[config.mk]
export PLATFORM = sky130hd
export DESIGN_NAME = if_stage_flat
export DESIGN_NICKNAME = d
export VERILOG_FILES = /design/src/rtl/if_stage_if.sv /design/src/rtl/if_stage.sv /design/src/flat_wrapper.sv
export SDC_FILE = /design/constraint.sdc
export NUM_CORES = 1
export LEC_CHECK = 0
export ABC_CLOCK_PERIOD_IN_PS = 3850
export BUFFER_PORTS_ARGS = -buffer_cell sky130_fd_sc_hd__clkbuf_2
export CAP_MARGIN = 20
export CORE_ASPECT_RATIO = 1.4
export CORE_UTILIZATION = 57
export CTS_CLUSTER_SIZE = 28
export DETAILED_ROUTE_END_ITERATION = 6
export PLACE_DENSITY = 0.83
export SLEW_MARGIN = 30
export SYNTH_ARGS = -nofsm -noshare
export SYNTH_HDL_FRONTEND = slang
export SYNTH_SLANG_ARGS = --single-unit
[constraint.sdc]
create_clock -name clk -period 3.85 [get_ports clk]
set_clock_uncertainty 0.2 [all_clocks]
set_input_delay 0.5775 -clock clk [delete_from_list [all_inputs] [get_ports clk]]
set_output_delay 0.5775 -clock clk [all_outputs]
set_load 0.02 [all_outputs]
[src/rtl/if_stage_if.sv]
// Instruction-memory request/response bundle between the fetch stage and memory.
interface if_stage_if;
  logic        imem_req_o;
  logic [31:0] imem_addr_o;
  logic        imem_ack_i;
  logic [31:0] imem_data_i;

  modport master (
    output imem_req_o,
    output imem_addr_o,
    input  imem_ack_i,
    input  imem_data_i
  );

  modport slave (
    input  imem_req_o,
    input  imem_addr_o,
    output imem_ack_i,
    output imem_data_i
  );
endinterface

[src/rtl/if_stage.sv]
// Instruction-fetch stage: owns the fetch PC, issues word requests to
// instruction memory, buffers returned words in a 2-entry FIFO and presents
// one instruction per cycle to register fetch.
//
// state | meaning
// ------+---------------------------------------------------------------
// IDLE  | no outstanding memory request
// BUSY  | request outstanding, returned data will be buffered
// DROP  | request outstanding, returned data will be discarded (redirected)
module if_stage #(
  parameter logic [31:0] RESET_PC = 32'h0000_0000,
  parameter logic [31:0] NOP_INS  = 32'h0000_0000
) (
  input  logic              clk,
  input  logic              rst_i,
  input  logic              redirect_i,
  input  logic [31:0]       redirect_pc_i,
  input  logic              stall_i,
  if_stage_if.master        imem,
  output logic [31:0]       ins_o,
  output logic [31:0]       pc_o,
  output logic              ins_valid_o
);

  typedef enum logic [1:0] {
    S_IDLE = 2'd0,
    S_BUSY = 2'd1,
    S_DROP = 2'd2
  } state_e;

  state_e      state_q, state_d;
  logic [31:0] fetch_pc_q, fetch_pc_d;
  logic [31:0] req_addr_q, req_addr_d;
  logic [31:0] fifo_pc_q  [2];
  logic [31:0] fifo_ins_q [2];
  logic        rd_ptr_q, wr_ptr_q;
  logic [1:0]  count_q, count_d, count_after;
  logic [31:0] ins_q, pc_q;
  logic        valid_q;
  logic        push, pop;
  logic        req;
  logic [31:0] redirect_tgt;
  logic        unused_pc_bits;

  // Fetch is word aligned; the low target bits are dropped.
  assign redirect_tgt   = {redirect_pc_i[31:2], 2'b00};
  assign unused_pc_bits = ^redirect_pc_i[1:0];

  // An ack only carries a usable word in BUSY without a simultaneous redirect.
  assign push = (state_q == S_BUSY) && imem.imem_ack_i && !redirect_i;
  assign pop  = !redirect_i && !stall_i && (count_q != 2'd0);

  // FIFO occupancy after this cycle's push/pop (BUSY never holds count 2).
  always_comb begin
    count_after = count_q + {1'b0, push} - {1'b0, pop};
    count_d     = redirect_i ? 2'd0 : count_after;
    fetch_pc_d  = fetch_pc_q;
    if (redirect_i) begin
      fetch_pc_d = redirect_tgt;
    end else if (push) begin
      fetch_pc_d = fetch_pc_q + 32'd4;
    end
  end

  // FSM state register.
  always_ff @(posedge clk or negedge rst_i) begin
    if (!rst_i) begin
      state_q <= S_IDLE;
    end else begin
      state_q <= state_d;
    end
  end

  // FSM next-state logic.
  always_comb begin
    state_d = state_q;
    unique case (state_q)
      S_IDLE: begin
        if (!redirect_i && (count_q != 2'd2)) begin
          state_d = S_BUSY;
        end
      end
      S_BUSY: begin
        if (imem.imem_ack_i) begin
          if (redirect_i || (count_after == 2'd2)) begin
            state_d = S_IDLE;
          end
        end else if (redirect_i) begin
          state_d = S_DROP;
        end
      end
      S_DROP: begin
        if (imem.imem_ack_i) begin
          state_d = S_IDLE;
        end
      end
      default: state_d = S_IDLE;
    endcase
  end

  // FSM outputs: request strobe and the address to hold for the next request.
  always_comb begin
    req        = (state_q == S_BUSY) || (state_q == S_DROP);
    req_addr_d = req_addr_q;
    if (state_d == S_BUSY) begin
      req_addr_d = fetch_pc_d;
    end
  end

  assign imem.imem_req_o  = req;
  assign imem.imem_addr_o = req_addr_q;

  // Fetch PC and registered request address.
  always_ff @(posedge clk or negedge rst_i) begin
    if (!rst_i) begin
      fetch_pc_q <= RESET_PC;
      req_addr_q <= RESET_PC;
    end else begin
      fetch_pc_q <= fetch_pc_d;
      req_addr_q <= req_addr_d;
    end
  end

  // Two-entry {pc, ins} FIFO; a redirect empties it.
  always_ff @(posedge clk or negedge rst_i) begin
    if (!rst_i) begin
      rd_ptr_q      <= 1'b0;
      wr_ptr_q      <= 1'b0;
      count_q       <= 2'd0;
      fifo_pc_q[0]  <= RESET_PC;
      fifo_pc_q[1]  <= RESET_PC;
      fifo_ins_q[0] <= NOP_INS;
      fifo_ins_q[1] <= NOP_INS;
    end else begin
      count_q <= count_d;
      if (redirect_i) begin
        rd_ptr_q <= 1'b0;
        wr_ptr_q <= 1'b0;
      end else begin
        if (push) begin
          fifo_pc_q[wr_ptr_q]  <= fetch_pc_q;
          fifo_ins_q[wr_ptr_q] <= imem.imem_data_i;
          wr_ptr_q             <= ~wr_ptr_q;
        end
        if (pop) begin
          rd_ptr_q <= ~rd_ptr_q;
        end
      end
    end
  end

  // Output registers towards register fetch; redirect beats stall.
  always_ff @(posedge clk or negedge rst_i) begin
    if (!rst_i) begin
      ins_q   <= NOP_INS;
      pc_q    <= RESET_PC;
      valid_q <= 1'b0;
    end else if (redirect_i) begin
      ins_q   <= NOP_INS;
      valid_q <= 1'b0;
    end else if (!stall_i) begin
      if (count_q != 2'd0) begin
        ins_q   <= fifo_ins_q[rd_ptr_q];
        pc_q    <= fifo_pc_q[rd_ptr_q];
        valid_q <= 1'b1;
      end else begin
        ins_q   <= NOP_INS;
        valid_q <= 1'b0;
      end
    end
  end

  assign ins_o       = ins_q;
  assign pc_o        = pc_q;
  assign ins_valid_o = valid_q;

endmodule

[src/flat_wrapper.sv]
// flat-port wrapper written by rule: the top's interface ports become plain ports
module if_stage_flat 
#(
  parameter logic [31:0] RESET_PC = 32'h0000_0000,
  parameter logic [31:0] NOP_INS  = 32'h0000_0000
)
  (clk, rst_i, redirect_i, redirect_pc_i, stall_i, ins_o, pc_o, ins_valid_o, imem_imem_req_o, imem_imem_addr_o, imem_imem_ack_i, imem_imem_data_i);
  if_stage_if imem_i ();
  input  logic clk;
  input  logic rst_i;
  input  logic redirect_i;
  input  logic [31:0] redirect_pc_i;
  input  logic stall_i;
  output logic [31:0] ins_o;
  output logic [31:0] pc_o;
  output logic ins_valid_o;
  output wire logic [$bits(imem_i.imem_req_o)-1:0] imem_imem_req_o;
  output wire logic [$bits(imem_i.imem_addr_o)-1:0] imem_imem_addr_o;
  input wire logic [$bits(imem_i.imem_ack_i)-1:0] imem_imem_ack_i;
  input wire logic [$bits(imem_i.imem_data_i)-1:0] imem_imem_data_i;
  assign imem_imem_req_o = imem_i.imem_req_o;
  assign imem_imem_addr_o = imem_i.imem_addr_o;
  assign imem_i.imem_ack_i = imem_imem_ack_i;
  assign imem_i.imem_data_i = imem_imem_data_i;
  if_stage #(.RESET_PC(RESET_PC), .NOP_INS(NOP_INS)) u_core (.clk(clk), .rst_i(rst_i), .redirect_i(redirect_i), .redirect_pc_i(redirect_pc_i), .stall_i(stall_i), .imem(imem_i), .ins_o(ins_o), .pc_o(pc_o), .ins_valid_o(ins_valid_o));
endmodule
==> flow_summary_export.csv <==
group,metric,value,unit
timing,setup_tns,0,ns
finish,stdcell_area,13100,um^2
drt,wl_met1,9882,um
clock_network,cts_buffers,25,
synth,synth_top_area_share,58.84,%
placement,place_area,12280,um^2
power,p_leak,6.039,nW
synth,syn_area,11190,um^2
drt,viasPerCell,5.661,
drt,drt_pass1_iterations,4,
synth,synth_area_per_cell,12.50,um^2
grt,grt_max_degree,101,
die,initial_core_util,58.20,%
grt,grt_first_pass_wirelength,38720,um
synth,seq_area_frac_synth,58.84,%
finish,drive_gt1_share,35.24,%
placement,dp.final_hpwl,15500,um
drt,vias,7444,
synth,synth_seq_cells,263,
die,fp.dieW,120.4,um
drt,postRouteAntennaNets,0,
drt,wl_met2,12080,um
critical_path,crit_required,4.04,ns
synth,synth.most_common_cell,"dfrtp_1",
timing,worst_pin_slew,0.7666,ns
critical_path,reg2reg_from,"u_core.state_q[1]",
timing,fin_crit,3.441,ns
critical_path,crit_chain,"inv_1, ha_1, nand2_1, nor2_1, ha_1, xnor3_1, nor3b_2, and3b_1, nor3b_4, buf_12, mux2_2",
drt,routed.top_layer,"met4",
synth,ys_types,48,
critical_path,slowest_delay,0.41,ns
min_path,worstHoldPathType,"in2reg",
job,maxCapViolCount,0,
critical_path,critPathSlowestCell,"dfrtp_1",
synth,synthFlopType,"dfrtp_1",
die,die-height,167.8,um
synth,synth_fp_nets,971,
placement,place_congestion,0.8350,
clock_network,ctsResizeCount,0,
critical_path,cp_common_cell,"ha_1",
finish,nets,1129,
timing,slew_viol_final,0,
grt,grt_pass1_vias,7705,
power,vdd_ir_drop_max,0.0005013,V
timing,rsz0062_at_grt,"no",
synth,synthTopCellsByCount,"263 x dfrtp_1, 141 x mux2_2, 96 x nand2_1",
critical_path,cp-end-kind,"register",
critical_path,r2r_setup_slack,0.41,ns
finish,fillers,1426,
drt,routed_wirelength,23640,um
timing,setup-violations-final,0,
synth,ys_warn_count,0,
die,core,19220,um^2
die,placementRows,60,
drt,drt_iter0_drc,383,
critical_path,path_class,"reg2reg",
drt,wl_per_cell,17.97,um
drt,drc,0,
timing,fin_crit_sh,89.37,%
clock_network,cts_root_buf,"clkbuf_16",
synth,synthArstFlopShare,100.0,%
critical_path,critPathMaxFanout,31,
timing,hold_violations,0,
grt,grt_antenna_before_repair,0,
grt,grt_use_total,24.08,%
synth,yosysTopAreaCell,"dfrtp_1",
grt,grt_overflow,0,
status,status,"completed",
clock_network,cts_sinks,263,
clock_network,clk_latency,0.51,ns
finish,syn2layout_area_growth,17.07,%
clock_network,clk_pin_slew,0.06,ns
critical_path,worst_setup_path_start_kind,"register",
drt,wl_met3,937,um
timing,slew_headroom,48.90,%
clock_network,htreeDepth,1,
clock_network,clk_path_buf_depth,3,
synth,synth.area.top_cells,"dfrtp_1 59%, mux2_2 14%, mux2i_1 5.9%",
die,pin_count,167,
power,powerDensity,737.4,nW/um^2
finish,antenna_cells,0,
synth,synth-edff-count,0,
synth,syn_inst,895,
critical_path,reg2reg_to,"u_core.imem.imem_addr_o[31]",
critical_path,crit_arrival,3.63,ns
die,dieArea,20200,um^2
timing,fmax,290.6,MHz
critical_path,critPathLaunch,"u_core.state_q[1]",
critical_path,crit_path_end,"u_core.imem.imem_addr_o[31]",
critical_path,ff2ff_path_depth,11,
clock_network,cts_tree,"built",
placement,io_buffers,164,
-- stage by stage --
stage | power [mW] | hold slack (ns) | setup slack, ns | utilization (%) | instances
2_1_floorplan | 6.449 | 0.08191 | 0.02799 | - | 895
3_3_place_gp | 7.247 | 0.2599 | 0.4587 | 63.87 | 1271
3_5_place_dp | 7.423 | 0.2627 | 0.3976 | 63.87 | 1271
4_1_cts | 9.742 | 0.08801 | 0.5386 | 67.85 | 1313
5_1_grt | 10.21 | 0.1026 | 0.2014 | 68.14 | 1315
6_report | 9.656 | 0.1096 | 0.4094 | 68.14 | 1315
-- placed cells by master, fill, tap and decap left out, types with 4 or more instances in the layout --
cell       count
xor2_1         4
nor2_1        30
mux2_1        13
and3_1         6
xnor2_1       11
ha_1           7
nor3_1         6
mux2_2       141
clkbuf_8       6
nand4_1        9
or3_1          9
clkinv_2       6
a31oi_1       12
clkbuf_16     25
mux2i_1       66
clkbuf_2     163
o31ai_1        6
nand2_1       95
nor2b_1        7
buf_4         15
inv_1         13
o21ai_0       91
nand3_1        8
clkbuf_1       4
or4_1          6
nor4_1         7
dfrtp_1      262
-- where the power goes --
group | switching, mW | total, mW | internal [mW]
clock | 0.978 | 2.27 | 1.30
combinational | 1.54 | 2.99 | 1.45
sequential | 0.612 | 4.39 | 3.78
total | 3.14 | 9.66 | 6.52
-- flip-flops by register name (all words and copies together), names as in the netlist --
register / flops
u_core.fifo_ins_q: 64
u_core.fifo_pc_q: 64
u_core.fetch_pc_q: 32
u_core.imem.imem_addr_o: 32
u_core.ins_o: 32
u_core.pc_o: 32
u_core.count_q: 2
u_core.state_q: 2
u_core.ins_valid_o: 1
u_core.rd_ptr_q: 1
u_core.wr_ptr_q: 1
-- per-layer routing --
layer	global-route usage, %	vias to the layer above
met3	2.793	53
met1	30.82	3721
met2	41.83	200
met4	9.071	0
li1	-	3470
met5	0	-
-- worst min path at each step --
stage	endpoint	from	cells past startpoint	slack [ns]
after floorplan	u_core.count_q[0]	rst_i	0	0.08
after global placement	u_core.ins_valid_o	u_core.ins_valid_o	2	0.26
after detailed placement	u_core.ins_valid_o	u_core.ins_valid_o	2	0.26
after CTS	u_core.fetch_pc_q[11]	redirect_pc_i[11]	3	0.09
after global routing	u_core.fifo_ins_q[7]	imem_imem_data_i[7]	2	0.10
final	u_core.fetch_pc_q[11]	redirect_pc_i[11]	3	0.11
-- cell type report --
type | count | area, um^2 | share of cell area [%]
sequential | 263 | 6585 | 50.29
multi-input combinational | 566 | 4357 | 33.27
clock inverter | 6 | 30.03 | 0.2293
tap | 248 | 310.3 | 2.370
clock buffer | 35 | 723.2 | 5.523
timing repair buffer | 184 | 1041 | 7.950
inverter | 13 | 48.80 | 0.3726
-- worst max-delay path, delay by kind of cell, from the launching register on --
kind	cells	cell delay, ns
and+or+nand+nor	5	1.21
muxes	1	0.36
buffers and inverters	2	0.36
DFF	1	0.41
xor gates and xnor gates	1	0.25
adders and majority gates	2	0.51
-- timing repair --
item | CTS | global route
setup buffers | 0 | 0
hold buffers | 1 | 0
endpoints found under the hold margin | 95 | 0
-- cell families after synthesis --
logic type	count (synthesis)	synth area share, %
XOR/XNOR	16	1.376
flip-flops	263	58.84
buffers and inverters	66	2.539
AO/OA/AOI/OAI	124	6.298
adder cells (fa/ha/maj)	7	0.7830
multiplexers	220	21.41
AND/OR/NAND/NOR	199	8.758
Power figures use the tool's default switching activity.
